[config.mk]
export PLATFORM = sky130hd
export DESIGN_NAME = masked_relu_seq
export DESIGN_NICKNAME = d
export VERILOG_FILES = /design/src/rtl/masked_relu_seq.sv
export SDC_FILE = /design/constraint.sdc
export NUM_CORES = 1
export LEC_CHECK = 0
export CAP_MARGIN = 20
export CORE_MARGIN = 2
export CORE_UTILIZATION = 61
export CTS_CLUSTER_DIAMETER = 100
export DETAILED_ROUTE_END_ITERATION = 12
export HOLD_SLACK_MARGIN = 0.05
export PLACE_DENSITY = 0.9
export SLEW_MARGIN = 20
export SYNTH_ARGS = -nofsm -noshare
export SYNTH_HDL_FRONTEND = slang
export SYNTH_SLANG_ARGS = --single-unit
[constraint.sdc]
create_clock -name clk -period 10.9 [get_ports clk]
set_input_delay 1.635 -clock clk [delete_from_list [all_inputs] [get_ports clk]]
set_output_delay 1.635 -clock clk [all_outputs]
set_load 0.05 [all_outputs]
[src/rtl/masked_relu_seq.sv]
// Masked ReLU over a vector job: a two-stage pipeline computes the remasked result
// per element, with a small FSM that sequences a job of len elements.
module masked_relu_seq #(
    parameter int WIDTH = 64,
    parameter int LEN_W = 16
) (
    input  logic             clk,
    input  logic             rst,
    input  logic             start,
    input  logic [LEN_W-1:0] len,
    input  logic             in_valid,
    output logic             in_ready,
    input  logic [WIDTH-1:0] g_in,
    input  logic [WIDTH-1:0] e_in,
    output logic             out_valid,
    input  logic             out_ready,
    output logic [WIDTH-1:0] o_out,
    output logic             out_last,
    output logic             busy,
    output logic             done
);

    typedef enum logic [1:0] {
        IDLE  = 2'd0,
        RUN   = 2'd1,
        DRAIN = 2'd2
    } state_t;

    state_t           state_q, state_d;
    logic [LEN_W-1:0] len_q, len_d;
    logic [LEN_W-1:0] cnt_q, cnt_d;
    // vld_q[0] is stage 1 (u, g, last), vld_q[1] is stage 2 (o_out, out_last)
    logic [1:0]       vld_q, vld_d;
    logic [WIDTH-1:0] u1_q, u1_d;
    logic [WIDTH-1:0] g1_q, g1_d;
    logic             last1_q, last1_d;
    logic [WIDTH-1:0] o_q, o_d;
    logic             last2_q, last2_d;
    logic             done_q, done_d;

    logic             advance;
    logic             in_fire;
    logic             out_fire;
    logic             is_last;
    logic [WIDTH-1:0] u_in;

    assign advance  = !vld_q[1] | out_ready;
    assign in_ready = (state_q == RUN) & advance;
    assign in_fire  = in_valid & in_ready;
    assign out_fire = vld_q[1] & out_ready;
    assign is_last  = (cnt_q == (len_q - LEN_W'(1)));
    assign u_in     = g_in + e_in;

    assign out_valid = vld_q[1];
    assign o_out     = o_q;
    assign out_last  = last2_q;
    assign busy      = (state_q != IDLE);
    assign done      = done_q;

    always_comb begin
        state_d = state_q;
        len_d   = len_q;
        cnt_d   = cnt_q;
        done_d  = 1'b0;
        case (state_q)
            IDLE: begin
                if (start) begin
                    if (len != '0) begin
                        state_d = RUN;
                        len_d   = len;
                        cnt_d   = '0;
                    end else begin
                        done_d = 1'b1;
                    end
                end
            end
            RUN: begin
                if (in_fire) begin
                    cnt_d = cnt_q + LEN_W'(1);
                    if (is_last) state_d = DRAIN;
                end
            end
            DRAIN: begin
                if (out_fire && last2_q) begin
                    state_d = IDLE;
                    done_d  = 1'b1;
                end
            end
            default: state_d = IDLE;
        endcase
    end

    // Both stages move together only when stage 2 can drain; otherwise everything holds.
    always_comb begin
        vld_d   = vld_q;
        u1_d    = u1_q;
        g1_d    = g1_q;
        last1_d = last1_q;
        o_d     = o_q;
        last2_d = last2_q;
        if (advance) begin
            vld_d = {vld_q[0], in_fire};
            if (in_fire) begin
                u1_d    = u_in;
                g1_d    = g_in;
                last1_d = is_last;
            end
            if (vld_q[0]) begin
                // Negative u collapses to the bare mask share, i.e. a masked zero.
                o_d = u1_q[WIDTH-1] ? g1_q : (u1_q + g1_q);
            end
            last2_d = vld_q[0] & last1_q;
        end
    end

    always_ff @(posedge clk or posedge rst) begin
        if (rst) begin
            state_q <= IDLE;
            len_q   <= '0;
            cnt_q   <= '0;
            vld_q   <= '0;
            u1_q    <= '0;
            g1_q    <= '0;
            last1_q <= 1'b0;
            o_q     <= '0;
            last2_q <= 1'b0;
            done_q  <= 1'b0;
        end else begin
            state_q <= state_d;
            len_q   <= len_d;
            cnt_q   <= cnt_d;
            vld_q   <= vld_d;
            u1_q    <= u1_d;
            g1_q    <= g1_d;
            last1_q <= last1_d;
            o_q     <= o_d;
            last2_q <= last2_d;
            done_q  <= done_d;
        end
    end

endmodule

==> flow_summary.yaml, run 1 <==
sta:
  period_share_pct: 49.5
  post-route-min-period_ns: 5.39
  hold_viol_final: 0
  slew_viol_final: 0
  slew_headroom_pct: 28.0
  setup_viol: 0
  rsz0062_at_grt: "no"
  tightestPinTransition_ns: 1.08
  fin_tns_setup_ns: 0
  fmax_ghz: 0.185
  skew_ns: 0.0141
power_and_ir_drop:
  p_per_area_nw_per_um2: 316
  p_leak_nw: 9.35
  vdd.ir_drop.worst_mv: 0.196
cells_and_area:
  diodes: 0
  area_growth_pct: 19.2
  final_nets: 2552
  drive_gt1_share_pct: 4.62
  design_area_sq_um: 20200
logic_synthesis:
  ys_top_cells_by_area: "dfrtp_1 (34%), nand2_1 (10%), ha_1 (9.4%), a21oi_1 (6.4%), o21ai_0 (5.9%)"
  synth.most_common_cell: "nand2_1"
  syn_avg_cell_area_sq_um: 7.98
  yosysWarnings: 0
  syn_nets: 2406
  synth-seq-cells: 231
  synthFlopType: "dfrtp_1"
  synth_top_cell_by_area: "dfrtp_1"
  synth_cell_types: 82
  netlist_top_cells_count: "nand2_1 (463), dfrtp_1 (231), a21oi_1 (217), o21ai_0 (199), ha_1 (128)"
  synth_edf_count: 0
  synth_area_sq_um: 17000
  synthDominantCellAreaShare_pct: 34.0
  seq_area_frac_synth_pct: 34.0
  ys_async_sr_fraction_pct: 100
  syn_inst: 2127
routing:
  vias_per_cell: 6.30
  ant_nets: 0
  wire_per_inst_microns: 19.2
  drt_iter0_markers: 1737
  drcViolationCount: 0
  vias: 16829
  finalWirelength_microns: 51300
  first_pass_iters: 5
clock_network:
  htreeDepth: 1
  cts.sinks: 231
  clockRootBuffer: "clkbuf_16"
  worstSkewPairLatency_ns: 0.54
  clockBufferDepth: 3
  post_cts_resize_count: 0
  ctsHoldBuffers: 0
  post_cts_buffers: 0
  numCtsBuffers: 27
  path_clk_slew_ns: 0.06
  cts_tree: "done"
job:
  cap_violations: 0
place:
  placed_area_sq_um: 19200
  dpl.hpwl_microns: 37400
  portBuffers: 217
  gp_congestion: 0.969
floorplan:
  die_h_microns: 171
  pin_count: 218
  num_rows: 61
  dieArea_sq_um: 29200
  initial_core_util_pct: 61.5
  core_region_area_sq_um: 27600
  die_w_microns: 171
worst_setup_path:
  endpoint_kind: "flip-flop"
  crit_arrival_ns: 5.81
  path_class: "input pin to flip-flop"
  cp-start-kind: "input pin"
  critPathMaxFanout: 5
  cp.required_ns: 11.32
grt:
  grt_usage_pct: 34.4
  grt_max_degree: 98
  grt_pass1_vias: 16065
  grt_pass1_wl_microns: 81500
  antenna_found_initial: 0
  grt_remaining_overflow: 0
hold_path:
  hold_class: "flip-flop to flip-flop"
run_status:
  status: "finished, final reports clean"
## power by group
| part | internal, mW | switching, mW |
|---|---|---|
| logic | 1.38 | 2.40 |
| clock network | 0.638 | 0.389 |
| registers | 1.24 | 0.342 |
| total | 3.26 | 3.13 |
## flip-flops by register name, indices dropped and copies added, names as in the netlist, 2 cells and up
name,cells
vld_q,2
len_q,16
cnt_q,16
state_q,2
u1_q,64
g1_q,64
o_out,64
## cell usage in the layout (no fill, tap or decap), types with 5 or more instances in the layout
cell type        count
and2_1               6
nor4_1               9
a21oi_1            217
clkinv_2             5
clkdlybuf4s50_1    217
xor2_1              59
buf_4               10
nor3_1              27
nand2_1            461
or4_1                5
ha_1               128
o21ai_1             10
o21ai_0            199
nand4_1             42
and3_1              26
o21a_1              22
dfrtp_1            230
xnor2_1             81
clkbuf_8             6
nand2b_1            11
nor2b_1             10
mux2i_1             14
a211oi_1            15
a31oi_1             19
bufinv_16            6
o31ai_1             11
or3_1                8
nor3b_1              5
nand3_1             48
o21bai_1            23
inv_1               45
o22ai_1              8
clkbuf_16           27
nor2_1             121
a31o_2               6
a21o_1              57
o211ai_1            11
## worst max-delay path, stage by stage
cell	delay (ns)
clkdlybuf4s50_1	0.49
ha_1	0.21
inv_1	0.06
fa_1	0.47
nand2b_1	0.21
a21oi_1	0.27
o2111ai_1	0.30
a31oi_1	0.51
a21oi_1	0.17
o21ai_1	0.59
a31oi_1	0.30
o21ai_0	0.29
mux2i_1	0.20
nand3_1	0.08
## cell type report
class,instances,area (sq um)
Fill cell,2132,7380
Timing Repair Buffer,227,2250
Tap cell,378,473
Clock inverter,17,254
Inverter,46,180
Sequential cell,231,5780
Clock buffer,33,758
Multi-Input combinational cell,1740,10600
## cells by family (layout without fill, tap and decap cells)
logic type               after synthesis  count (layout)  synth area share [%]
AO/OA/AOI/OAI                        651             651                  23.4
XOR/XNOR                             140             140                  7.22
adder cells (fa/ha/maj)              130             130                  9.67
buffers and inverters                156             323                  3.91
flip-flops                           231             231                  34.0
multiplexers                          14              14                 0.825
AND/OR/NAND/NOR                      805             805                  21.0
## worst paths after layout
check,start,endpoint,slack [ns],depth (start not counted)
max,g_in[0],u1_q[62]$_DFFE_PP0P_,5.51,14
min,o_out[57]$_DFFE_PP0P_,o_out[57]$_DFFE_PP0P_,0.47,2
max reg2reg,g1_q[19]$_DFFE_PP0P_,o_out[60]$_DFFE_PP0P_,7.04,11
min reg2reg,o_out[57]$_DFFE_PP0P_,o_out[57]$_DFFE_PP0P_,0.47,2
max in group asynchronous,rst,u1_q[26]$_DFFE_PP0P_,7.90,3
min in group asynchronous,rst,u1_q[63]$_DFFE_PP0P_,1.60,2
## per-layer routing
metal | share of wire (%) | global-route usage (%)
met3 | 8.6 | 5.00
met2 | 46 | 56.0
met1 | 41 | 46.4
met4 | 4.2 | 14.0
met5 | 0 | 0
## per-stage QoR
stage / util [%] / total power, mW / setup WS [ns] / cells / hold slack, ns
floorplan: - / 4.22 / 2.93 / 2127 / 0.444
CTS: 73.3 / 6.32 / 5.68 / 2672 / 0.479
global route: 73.3 / 6.83 / 5.40 / 2672 / 0.505
detailed placement: 69.6 / 5.26 / 5.16 / 2622 / 0.465
finish: 73.3 / 6.40 / 5.51 / 2672 / 0.474
global placement: 69.6 / 5.15 / 5.25 / 2622 / 0.462
Power figures use the tool's default switching activity.
==> run 2: changes to the inputs <==
Settings changed: CORE_UTILIZATION 61 to 52, PLACE_DENSITY 0.9 to 0.82.
Clock period 10.9 ns to 4.5 ns, I/O delays scaled along.
==> flow_summary.yaml, run 2 (synthesis results as in run 1) <==
cells_and_area:
  final_nets: 2558
  layoutNonFillerInstCount: 2737
  area_growth_pct: 19.3
  fin_util_pct: 62.6
  design_area_sq_um: 20200
  drive_gt1_share_pct: 4.53
  final_cell_mix: "nand2_1 (461), dfrtp_1 (230), a21oi_1 (217), clkdlybuf4s50_1 (217), o21ai_0 (199)"
  layout_commonest_cell: "nand2_1"
  diodes: 0
clock_network:
  cts_tree: "done"
  ctsHoldBuffers: 0
  cts.sinks: 231
  clockRootBuffer: "clkbuf_16"
  htreeDepth: 1
  worstSkewPairLatency_ns: 0.54
  post_cts_resize_count: 0
  numCtsBuffers: 27
  post_cts_buffers: 0
  path_clk_slew_ns: 0.06
  clockBufferDepth: 3
power_and_ir_drop:
  vdd.ir_drop.worst_mv: 0.452
  internal-power_mw: 7.65
  p_leak_nw: 9.33
  p_sw_mw: 7.46
  design_power_total_mw: 15.1
  clkPwrFrac_pct: 14.4
  sw_frac_of_total_pct: 49.3
  p_comb_share_pct: 60.1
  p_seq_share_pct: 25.5
  p_per_area_nw_per_um2: 746
routing:
  drcViolationCount: 0
  vias: 16383
  ant_nets: 0
  first_pass_iters: 5
  wire_per_inst_microns: 18.2
  vias_per_cell: 5.99
  drt_iter0_markers: 1224
  finalWirelength_microns: 49900
worst_setup_path:
  path_class: "input pin to flip-flop"
  startpoint: "g_in[0]"
  r2r_start: "g1_q[6]$_DFFE_PP0P_"
  cp.required_ns: 4.88
  endpoint_kind: "flip-flop"
  cp-start-kind: "input pin"
  critPathMaxFanout: 4
  crit_arrival_ns: 4.35
floorplan:
  dieArea_sq_um: 34100
  die_w_microns: 185
  num_rows: 66
  die_h_microns: 185
  core_region_area_sq_um: 32400
  initial_core_util_pct: 52.5
  pin_count: 218
hold_path:
  holdCritStartpoint: "o_out[8]$_DFFE_PP0P_"
  hold_class: "flip-flop to flip-flop"
grt:
  grt_remaining_overflow: 0
  grt_usage_pct: 28.8
  grt_pass1_vias: 15720
  antenna_found_initial: 1
  grt_pass1_wl_microns: 79600
  grt_max_degree: 199
sta:
  fmax_ghz: 0.252
  period_share_pct: 88.2
  slew_viol_final: 0
  hold_viol_final: 0
  setup_viol: 0
  skew_ns: 0.0139
  post-route-min-period_ns: 3.97
  whs_ns: 0.480
  rsz0062_at_grt: "no"
  slew_headroom_pct: 32.2
  tightestPinTransition_ns: 1.02
  fin_tns_setup_ns: 0
  setup_ws_ns: 0.533
run_status:
  status: "finished, final reports clean"
job:
  cap_violations: 0
place:
  dp_cells: 2692
  portBuffers: 217
  gp_congestion: 0.966
  placed_area_sq_um: 19400
  dpl.hpwl_microns: 36700
  preCtsSetupSlack_ns: 0.0179
run 2: critical path, cell delays in order:
cell and delay (ns):
clkdlybuf4s50_1 0.48, ha_1 0.21, inv_1 0.07, fa_1 0.45
nand2b_1 0.21, a21oi_1 0.24, o2111ai_1 0.31, a21oi_1 0.23
a211oi_1 0.13, o41ai_4 0.60, a21oi_2 0.20, o31ai_1 0.32
xnor2_1 0.15, o21ai_1 0.07
run 2: cell type report:
class	instances	area [sq um]
repair buffers	233	2330
well taps	442	553
clock buffers	35	756
multi-input cells	1740	10600
clock inverters	10	100
fillers	2803	12100
flip-flops and latches	231	5780
inverters	46	176
run 2: worst paths after layout:
| check | slack, ns | depth (start not counted) | end |
|---|---|---|---|
| max in group asynchronous | 3.18 | 3 | g1_q[33]$_DFFE_PP0P_ |
| min in group asynchronous | 0.68 | 3 | done$_DFF_PP0_ |
| max | 0.53 | 14 | u1_q[56]$_DFFE_PP0P_ |
| max reg2reg | 0.73 | 11 | o_out[57]$_DFFE_PP0P_ |
| min reg2reg | 0.48 | 2 | o_out[8]$_DFFE_PP0P_ |
| min | 0.48 | 2 | o_out[8]$_DFFE_PP0P_ |
run 2: power groups by stage:
stage	Clock, mW	Combinational (mW)	Sequential [mW]
after floorplan	0	5.77	4.45
after global placement	0	8.72	3.83
after detailed placement	0	8.90	3.85
after CTS	2.20	8.98	3.83
after global routing	2.28	9.95	3.94
final	2.18	9.08	3.85
run 2: per-layer routing:
layer	part of all wire (%)	vias to the layer above	global-route usage (%)
met5	0.026	-	0
met4	4.0	2	10.6
met3	6.3	131	3.48
met2	47	658	48.6
met1	43	7775	38.1
li1	-	7817	-
